File: config.mk
export PLATFORM = sky130hd
export DESIGN_NAME = slv_rdwr_scheduler
export DESIGN_NICKNAME = d
export VERILOG_FILES = /design/src/rtl/slv_rdwr_scheduler.sv
export SDC_FILE = /design/constraint.sdc
export NUM_CORES = 1
export LEC_CHECK = 0
export ABC_AREA = 1
export BUFFER_PORTS_ARGS = -buffer_cell sky130_fd_sc_hd__buf_2
export CORE_MARGIN = 1
export CORE_UTILIZATION = 58
export DETAILED_ROUTE_END_ITERATION = 6
export PLACE_DENSITY_LB_ADDON = 0.08
export SLEW_MARGIN = 20
export SYNTH_ARGS = -nofsm -noshare
export SYNTH_HDL_FRONTEND = slang
export SYNTH_SLANG_ARGS = --single-unit
File: constraint.sdc
create_clock -name ACLK -period 4.2 [get_ports ACLK]
set_input_delay 0.42 -clock ACLK [delete_from_list [all_inputs] [get_ports ACLK]]
set_output_delay 0.42 -clock ACLK [all_outputs]
set_load 0.02 [all_outputs]
File: src/rtl/slv_rdwr_scheduler.sv
// slv_rdwr_scheduler
// Control-only read/write serializer on the crossbar side of a slave port.
// Lets only one direction have bursts in flight at a time, caps the number
// of outstanding bursts per direction, holds W beats until their AW has been
// accepted, and alternates directions fairly with a per-grant burst limit.
// Payload buses bypass this block; only VALID/READY are gated here.
//
// Build option: define SLV_RDWR_SCHED_WLAST_CHECK_EN to build a small AWLEN
// FIFO and beat counter that raise a sticky wlastErr on an early or late
// WLAST. Without the macro, wlastErr is tied low and upAWLEN is unused.

module slv_rdwr_scheduler #(
  parameter int MAX_OUTSTANDING = 4,
  parameter int MAX_GRANT       = 4,
  parameter int CNT_WIDTH       = 4
) (
  input  logic                 ACLK,
  input  logic                 ARESETN,
  input  logic                 upARVALID,
  output logic                 upARREADY,
  output logic                 dnARVALID,
  input  logic                 dnARREADY,
  input  logic                 upAWVALID,
  input  logic [7:0]           upAWLEN,
  output logic                 upAWREADY,
  output logic                 dnAWVALID,
  input  logic                 dnAWREADY,
  input  logic                 upWVALID,
  input  logic                 upWLAST,
  output logic                 upWREADY,
  output logic                 dnWVALID,
  input  logic                 dnWREADY,
  input  logic                 RVALID,
  input  logic                 RREADY,
  input  logic                 RLAST,
  input  logic                 BVALID,
  input  logic                 BREADY,
  output logic [2:0]           schedState,
  output logic [CNT_WIDTH-1:0] rdOutstanding,
  output logic [CNT_WIDTH-1:0] wrOutstanding,
  output logic                 wlastErr
);

  localparam logic [CNT_WIDTH-1:0] MAX_OUT_C   = CNT_WIDTH'(MAX_OUTSTANDING);
  localparam logic [7:0]           MAX_GRANT_C = 8'(MAX_GRANT);
  localparam logic                 RR_READ     = 1'b0;

  typedef enum logic [2:0] {
    ST_IDLE     = 3'd0,
    ST_READ     = 3'd1,
    ST_DRAIN_RD = 3'd2,
    ST_WRITE    = 3'd3,
    ST_DRAIN_WR = 3'd4
  } state_e;

  state_e                 state_q, state_d;
  logic                   rr_ptr_q, rr_ptr_d;
  logic [CNT_WIDTH-1:0]   rd_cnt_q, rd_cnt_d;
  logic [CNT_WIDTH-1:0]   wr_cnt_q, wr_cnt_d;
  logic [CNT_WIDTH-1:0]   w_bursts_q, w_bursts_d;
  logic [7:0]             grant_cnt_q, grant_cnt_d;

  logic ar_en, aw_en, w_en;
  logic ar_hs, aw_hs, w_hs, wlast_hs, rlast_hs, b_hs;

  // Up/down counter that holds at zero when asked to decrement from empty.
  function automatic logic [CNT_WIDTH-1:0] cnt_upd(
    input logic [CNT_WIDTH-1:0] cnt,
    input logic                 inc,
    input logic                 dec
  );
    logic [CNT_WIDTH-1:0] res;
    case ({inc, dec})
      2'b10:   res = cnt + CNT_WIDTH'(1);
      2'b01:   res = (cnt == '0) ? cnt : cnt - CNT_WIDTH'(1);
      default: res = cnt;
    endcase
    return res;
  endfunction

  // Output decode: VALID/READY gating derived from the registered state.
  always_comb begin
    ar_en     = (state_q == ST_READ)  && (rd_cnt_q < MAX_OUT_C);
    aw_en     = (state_q == ST_WRITE) && (wr_cnt_q < MAX_OUT_C);
    w_en      = (w_bursts_q != '0);
    dnARVALID = upARVALID & ar_en;
    upARREADY = dnARREADY & ar_en;
    dnAWVALID = upAWVALID & aw_en;
    upAWREADY = dnAWREADY & aw_en;
    dnWVALID  = upWVALID & w_en;
    upWREADY  = dnWREADY & w_en;
  end

  assign ar_hs    = upARVALID & dnARREADY & ar_en;
  assign aw_hs    = upAWVALID & dnAWREADY & aw_en;
  assign w_hs     = upWVALID & dnWREADY & w_en;
  assign wlast_hs = w_hs & upWLAST;
  assign rlast_hs = RVALID & RREADY & RLAST;
  assign b_hs     = BVALID & BREADY;

  assign schedState    = state_q;
  assign rdOutstanding = rd_cnt_q;
  assign wrOutstanding = wr_cnt_q;

  // Next-state logic: direction arbitration, drain and round-robin pointer.
  always_comb begin
    state_d  = state_q;
    rr_ptr_d = rr_ptr_q;
    case (state_q)
      ST_IDLE: begin
        if (upARVALID && upAWVALID) begin
          state_d  = (rr_ptr_q == RR_READ) ? ST_READ : ST_WRITE;
          rr_ptr_d = ~rr_ptr_q;
        end else if (upARVALID) begin
          state_d = ST_READ;
        end else if (upAWVALID) begin
          state_d = ST_WRITE;
        end
      end
      ST_READ: begin
        if (upAWVALID && (!upARVALID || (grant_cnt_q == MAX_GRANT_C))) begin
          state_d = ST_DRAIN_RD;
        end else if (!upARVALID && !upAWVALID && (rd_cnt_q == '0)) begin
          state_d = ST_IDLE;
        end
      end
      ST_DRAIN_RD: begin
        if (rd_cnt_q == '0) begin
          state_d  = ST_WRITE;
          rr_ptr_d = RR_READ;
        end
      end
      ST_WRITE: begin
        if (upARVALID && (!upAWVALID || (grant_cnt_q == MAX_GRANT_C))) begin
          state_d = ST_DRAIN_WR;
        end else if (!upARVALID && !upAWVALID && (wr_cnt_q == '0) &&
                     (w_bursts_q == '0)) begin
          state_d = ST_IDLE;
        end
      end
      ST_DRAIN_WR: begin
        if ((wr_cnt_q == '0) && (w_bursts_q == '0)) begin
          state_d = upARVALID ? ST_READ : ST_IDLE;
        end
      end
      default: state_d = ST_IDLE;
    endcase
  end

  // Counter updates: outstanding bursts, pending W bursts and grant length.
  always_comb begin
    rd_cnt_d    = cnt_upd(rd_cnt_q, ar_hs, rlast_hs);
    wr_cnt_d    = cnt_upd(wr_cnt_q, aw_hs, b_hs);
    w_bursts_d  = cnt_upd(w_bursts_q, aw_hs, wlast_hs);
    grant_cnt_d = grant_cnt_q;
    if ((state_d != state_q) && ((state_d == ST_READ) || (state_d == ST_WRITE))) begin
      grant_cnt_d = '0;
    end else if ((ar_hs || aw_hs) && (grant_cnt_q != MAX_GRANT_C)) begin
      grant_cnt_d = grant_cnt_q + 8'd1;
    end
  end

  // State register and round-robin pointer.
  always_ff @(posedge ACLK) begin
    if (!ARESETN) begin
      state_q  <= ST_IDLE;
      rr_ptr_q <= RR_READ;
    end else begin
      state_q  <= state_d;
      rr_ptr_q <= rr_ptr_d;
    end
  end

  // Counter registers.
  always_ff @(posedge ACLK) begin
    if (!ARESETN) begin
      rd_cnt_q    <= '0;
      wr_cnt_q    <= '0;
      w_bursts_q  <= '0;
      grant_cnt_q <= '0;
    end else begin
      rd_cnt_q    <= rd_cnt_d;
      wr_cnt_q    <= wr_cnt_d;
      w_bursts_q  <= w_bursts_d;
      grant_cnt_q <= grant_cnt_d;
    end
  end

`ifdef SLV_RDWR_SCHED_WLAST_CHECK_EN
  localparam int PTR_W = (MAX_OUTSTANDING > 1) ? $clog2(MAX_OUTSTANDING) : 1;

  logic [7:0]           fifo_mem_q [MAX_OUTSTANDING];
  logic [7:0]           fifo_mem_d [MAX_OUTSTANDING];
  logic [PTR_W-1:0]     wr_ptr_q, wr_ptr_d;
  logic [PTR_W-1:0]     rd_ptr_q, rd_ptr_d;
  logic [CNT_WIDTH-1:0] fifo_cnt_q, fifo_cnt_d;
  logic [7:0]           beat_q, beat_d;
  logic                 wlast_err_q, wlast_err_d;
  logic                 fifo_push, fifo_pop;
  logic [7:0]           head_len;

  function automatic logic [PTR_W-1:0] ptr_inc(input logic [PTR_W-1:0] p);
    return (p == PTR_W'(MAX_OUTSTANDING - 1)) ? '0 : p + PTR_W'(1);
  endfunction

  assign fifo_push = aw_hs && (fifo_cnt_q != MAX_OUT_C);
  assign fifo_pop  = wlast_hs && (fifo_cnt_q != '0);
  assign head_len  = fifo_mem_q[rd_ptr_q];

  // AWLEN FIFO and beat counter; flag any WLAST not on beat AWLEN.
  always_comb begin
    fifo_mem_d  = fifo_mem_q;
    wr_ptr_d    = wr_ptr_q;
    rd_ptr_d    = rd_ptr_q;
    fifo_cnt_d  = cnt_upd(fifo_cnt_q, fifo_push, fifo_pop);
    beat_d      = beat_q;
    wlast_err_d = wlast_err_q;
    if (fifo_push) begin
      fifo_mem_d[wr_ptr_q] = upAWLEN;
      wr_ptr_d             = ptr_inc(wr_ptr_q);
    end
    if (fifo_pop) begin
      rd_ptr_d = ptr_inc(rd_ptr_q);
    end
    if (w_hs) begin
      beat_d = upWLAST ? 8'd0 : beat_q + 8'd1;
      if ((fifo_cnt_q != '0) && (upWLAST != (beat_q == head_len))) begin
        wlast_err_d = 1'b1;
      end
    end
  end

  // AWLEN storage carries no reset; occupancy is tracked by the pointers.
  always_ff @(posedge ACLK) begin
    fifo_mem_q <= fifo_mem_d;
  end

  // FIFO pointers, beat counter and sticky error flag.
  always_ff @(posedge ACLK) begin
    if (!ARESETN) begin
      wr_ptr_q    <= '0;
      rd_ptr_q    <= '0;
      fifo_cnt_q  <= '0;
      beat_q      <= '0;
      wlast_err_q <= 1'b0;
    end else begin
      wr_ptr_q    <= wr_ptr_d;
      rd_ptr_q    <= rd_ptr_d;
      fifo_cnt_q  <= fifo_cnt_d;
      beat_q      <= beat_d;
      wlast_err_q <= wlast_err_d;
    end
  end

  assign wlastErr = wlast_err_q;
`else
  logic unused_awlen;
  assign unused_awlen = ^upAWLEN;
  assign wlastErr     = 1'b0;
`endif

endmodule

==> results.toml <==
[outcome]
status = "finished clean"

[setup_path]
cp.required_ps = 4470
worstSetupEndpointType = "register"
crit_path_cell_trace = "nand3_2 > nor2_4 > nand2_4 > nand2_1 > inv_1 > ha_1 > nand2_1 > nand2_1 > nor2_1 > nand3b_1 > nand2_1 > nor2_1 > nor2_1 > nor2_1"
cp_max_fo = 6
slowest_stage = "dfxtp_1"
worstSetupPathType = "register to register"
critical_path.max_stage_delay_ps = 470
start_kind = "register"
startpoint = "schedState[1]$_SDFF_PN0_"
crit_arrival_ps = 2440
r2r_cells = 14
r2r-start = "schedState[1]$_SDFF_PN0_"
crit_cells = 14
cpLargestDelayFamily = "simple AND/OR/NAND/NOR gates"
cp_num_buf_inv = 1

[detailed_routing]
drt_iter0_drc = 63
drc = 0
ant_nets = 0
dr.pass1.iters = 4
wl_per_cell_um = 10.15
vias_per_cell = 5.117
vias = 1704
wl_um = 3381

[die]
fp.dieW_um = 56.39
core_region_area_um2 = 2781
num_rows = 19
io_pins = 40
die_area_um2 = 3179
start_util_pct = 61.67
die_y_um = 56.39

[final_layout]
fin_area_um2 = 1941
n_antenna_cell = 0
nNetsFinal = 336
syn2layout_area_growth_pct = 13.13
drive_gt1_share_pct = 15.89

[clocking]
clk_pin_slew_worst_paths_ps = 140
clk-insertion-delay-late_ps = 320
cts_root_buf = "clkbuf_4"
htree_num_levels = 1
hold_buffers = 0
postCtsSetupBuffers = 0
cts_resized = 0
tritoncts = "built"
numCtsBuffers = 3
clock_tree.buffer_depth = 2
clock_sinks = 24

[synthesis]
ys_types = 28
synth-edff-count = 0
ys_warn_count = 0
synth_top_area_share_pct = 28.01
yosysSeqAreaShare_pct = 28.01
synth_common_cells = "nand2_1, inv_1, nor2_1"
synth_most_common_cell = "nand2_1"
ys.flop_type = "dfxtp_1"
synthTopCellsByArea = "dfxtp_1, nand2_1, inv_1"
netlist.top_cell.by_area = "dfxtp_1"
synth_nets = 304
ys_seq_elements = 24
avgSynthCellArea_um2 = 6.330
async_reset_ff_share_pct = 0
netlist_area_um2 = 1715
synthCells = 271

[placement]
portBuffers = 30
place_area_um2 = 1888
hpwl_um = 2644
pre_cts_ws_ps = 2047
gp_congestion = 0.9019

[sta]
tns_ps = 0
finClkSkew_ps = 5.539
period_share_pct = 51.70
setup_slack_ps = 2029
finalCriticalPeriod_ps = 2171
setup_viol = 0
rsz0062_at_grt = "no"
hold_viol = 0
max_freq_ghz = 0.4606
finalMaxSlewViolations = 0

[grt]
grt_overflow = 0
grt_use_total_pct = 23.59
grt_pass1_wl_um = 6051
grt_max_degree = 15
grt_pass1_vias = 1493
antenna_found_initial = 0

[hold_path]
min_path_type = "primary input to register"
hold_path_depth = 3
hp-start = "ARESETN"

[pwr]
p_leak_nw = 1.013
max-vdd-ir-drop_uv = 246.8
powerDensity_nw_per_um2 = 320.7

[run]
cap_violations = 0
[stage by stage]
stage,power [mW],util [%],hold WS [ps],cells
floorplan,0.4066,-,439.5,271
global placement,0.4554,67.88,454.7,329
detailed placement,0.4572,67.88,456.8,329
CTS,0.6278,69.77,430.5,333
global route,0.6647,69.77,441.8,333
finish,0.6225,69.77,433.1,333
[cell type report]
cell class | count | area [um2]
Clock buffer | 3 | 22.52
Clock inverter | 1 | 30.03
Fill cell | 247 | 840.8
Inverter | 45 | 168.9
Multi-Input combinational cell | 199 | 1050
Sequential cell | 24 | 480.5
Tap cell | 31 | 38.79
Timing Repair Buffer | 30 | 150.1
[flip-flops by register name, summed over array words and instances, names as in the netlist]
name           count
rdOutstanding      4
wrOutstanding      4
schedState         3
rr_ptr_q           1
grant_cnt_q        8
w_bursts_q         4
[final timing paths]
kind	to	slack [ps]
max	wrOutstanding[3]$_SDFFE_PN0P_	2030
min	w_bursts_q[3]$_SDFFE_PN0P_	430
max reg2reg	wrOutstanding[3]$_SDFFE_PN0P_	2030
min reg2reg	rr_ptr_q$_SDFFE_PN0P_	490
[worst register-to-register path: cells and delay by family (launching register included)]
kind          cells  cell delay (ps)
flops             1              470
buf+inv           1               80
fa+ha+maj         1              320
simple gates     12             1250
[report_power, final]
group	internal [mW]	total, mW	switching, mW
combinational	0.0636	0.194	0.130
sequential	0.242	0.261	0.0185
clock	0.0965	0.168	0.0713
[routing by layer]
metal	vias up	wire (um)	part of all wire, %	GRT usage (%)
li1	912	-	-	-
met5	-	0	0	0
met1	743	1666	49	31.94
met2	45	1532	45	38.95
met4	0	28	0.83	6.969
met3	4	153	4.5	3.456
[cells by family (layout without fill, tap and decap cells)]
group | Yosys count | count (layout) | synth area share, %
DFF | 24 | 24 | 28.01
AOI/OAI and AO/OA | 30 | 30 | 8.826
adders and majority gates | 11 | 11 | 9.337
buffers and inverters | 48 | 79 | 10.79
and+or+nand+nor | 149 | 149 | 38.73
other | 1 | 1 | 0.2186
xor gates and xnor gates | 8 | 8 | 4.085
[cell usage in the layout, fill, tap and decap left out]
cell and count:
nand2_1 76, inv_1 42, nor2_1 30, buf_2 30, dfxtp_1 24, a21oi_1 21, nand3_1 16, o21ai_0 8
ha_1 8, nor3_1 7, xor2_1 5, nand2_2 4, nand4_1 4, inv_2 3, nand3b_1 3, xnor2_1 3
fa_1 3, clkbuf_4 3, nand3_2 2, nand2_4 2, nor2_4 1, nor2_2 1, and3_1 1, and2_1 1
or2_2 1, a31oi_1 1, conb_1 1, bufinv_16 1
Power figures use the tool's default switching activity.
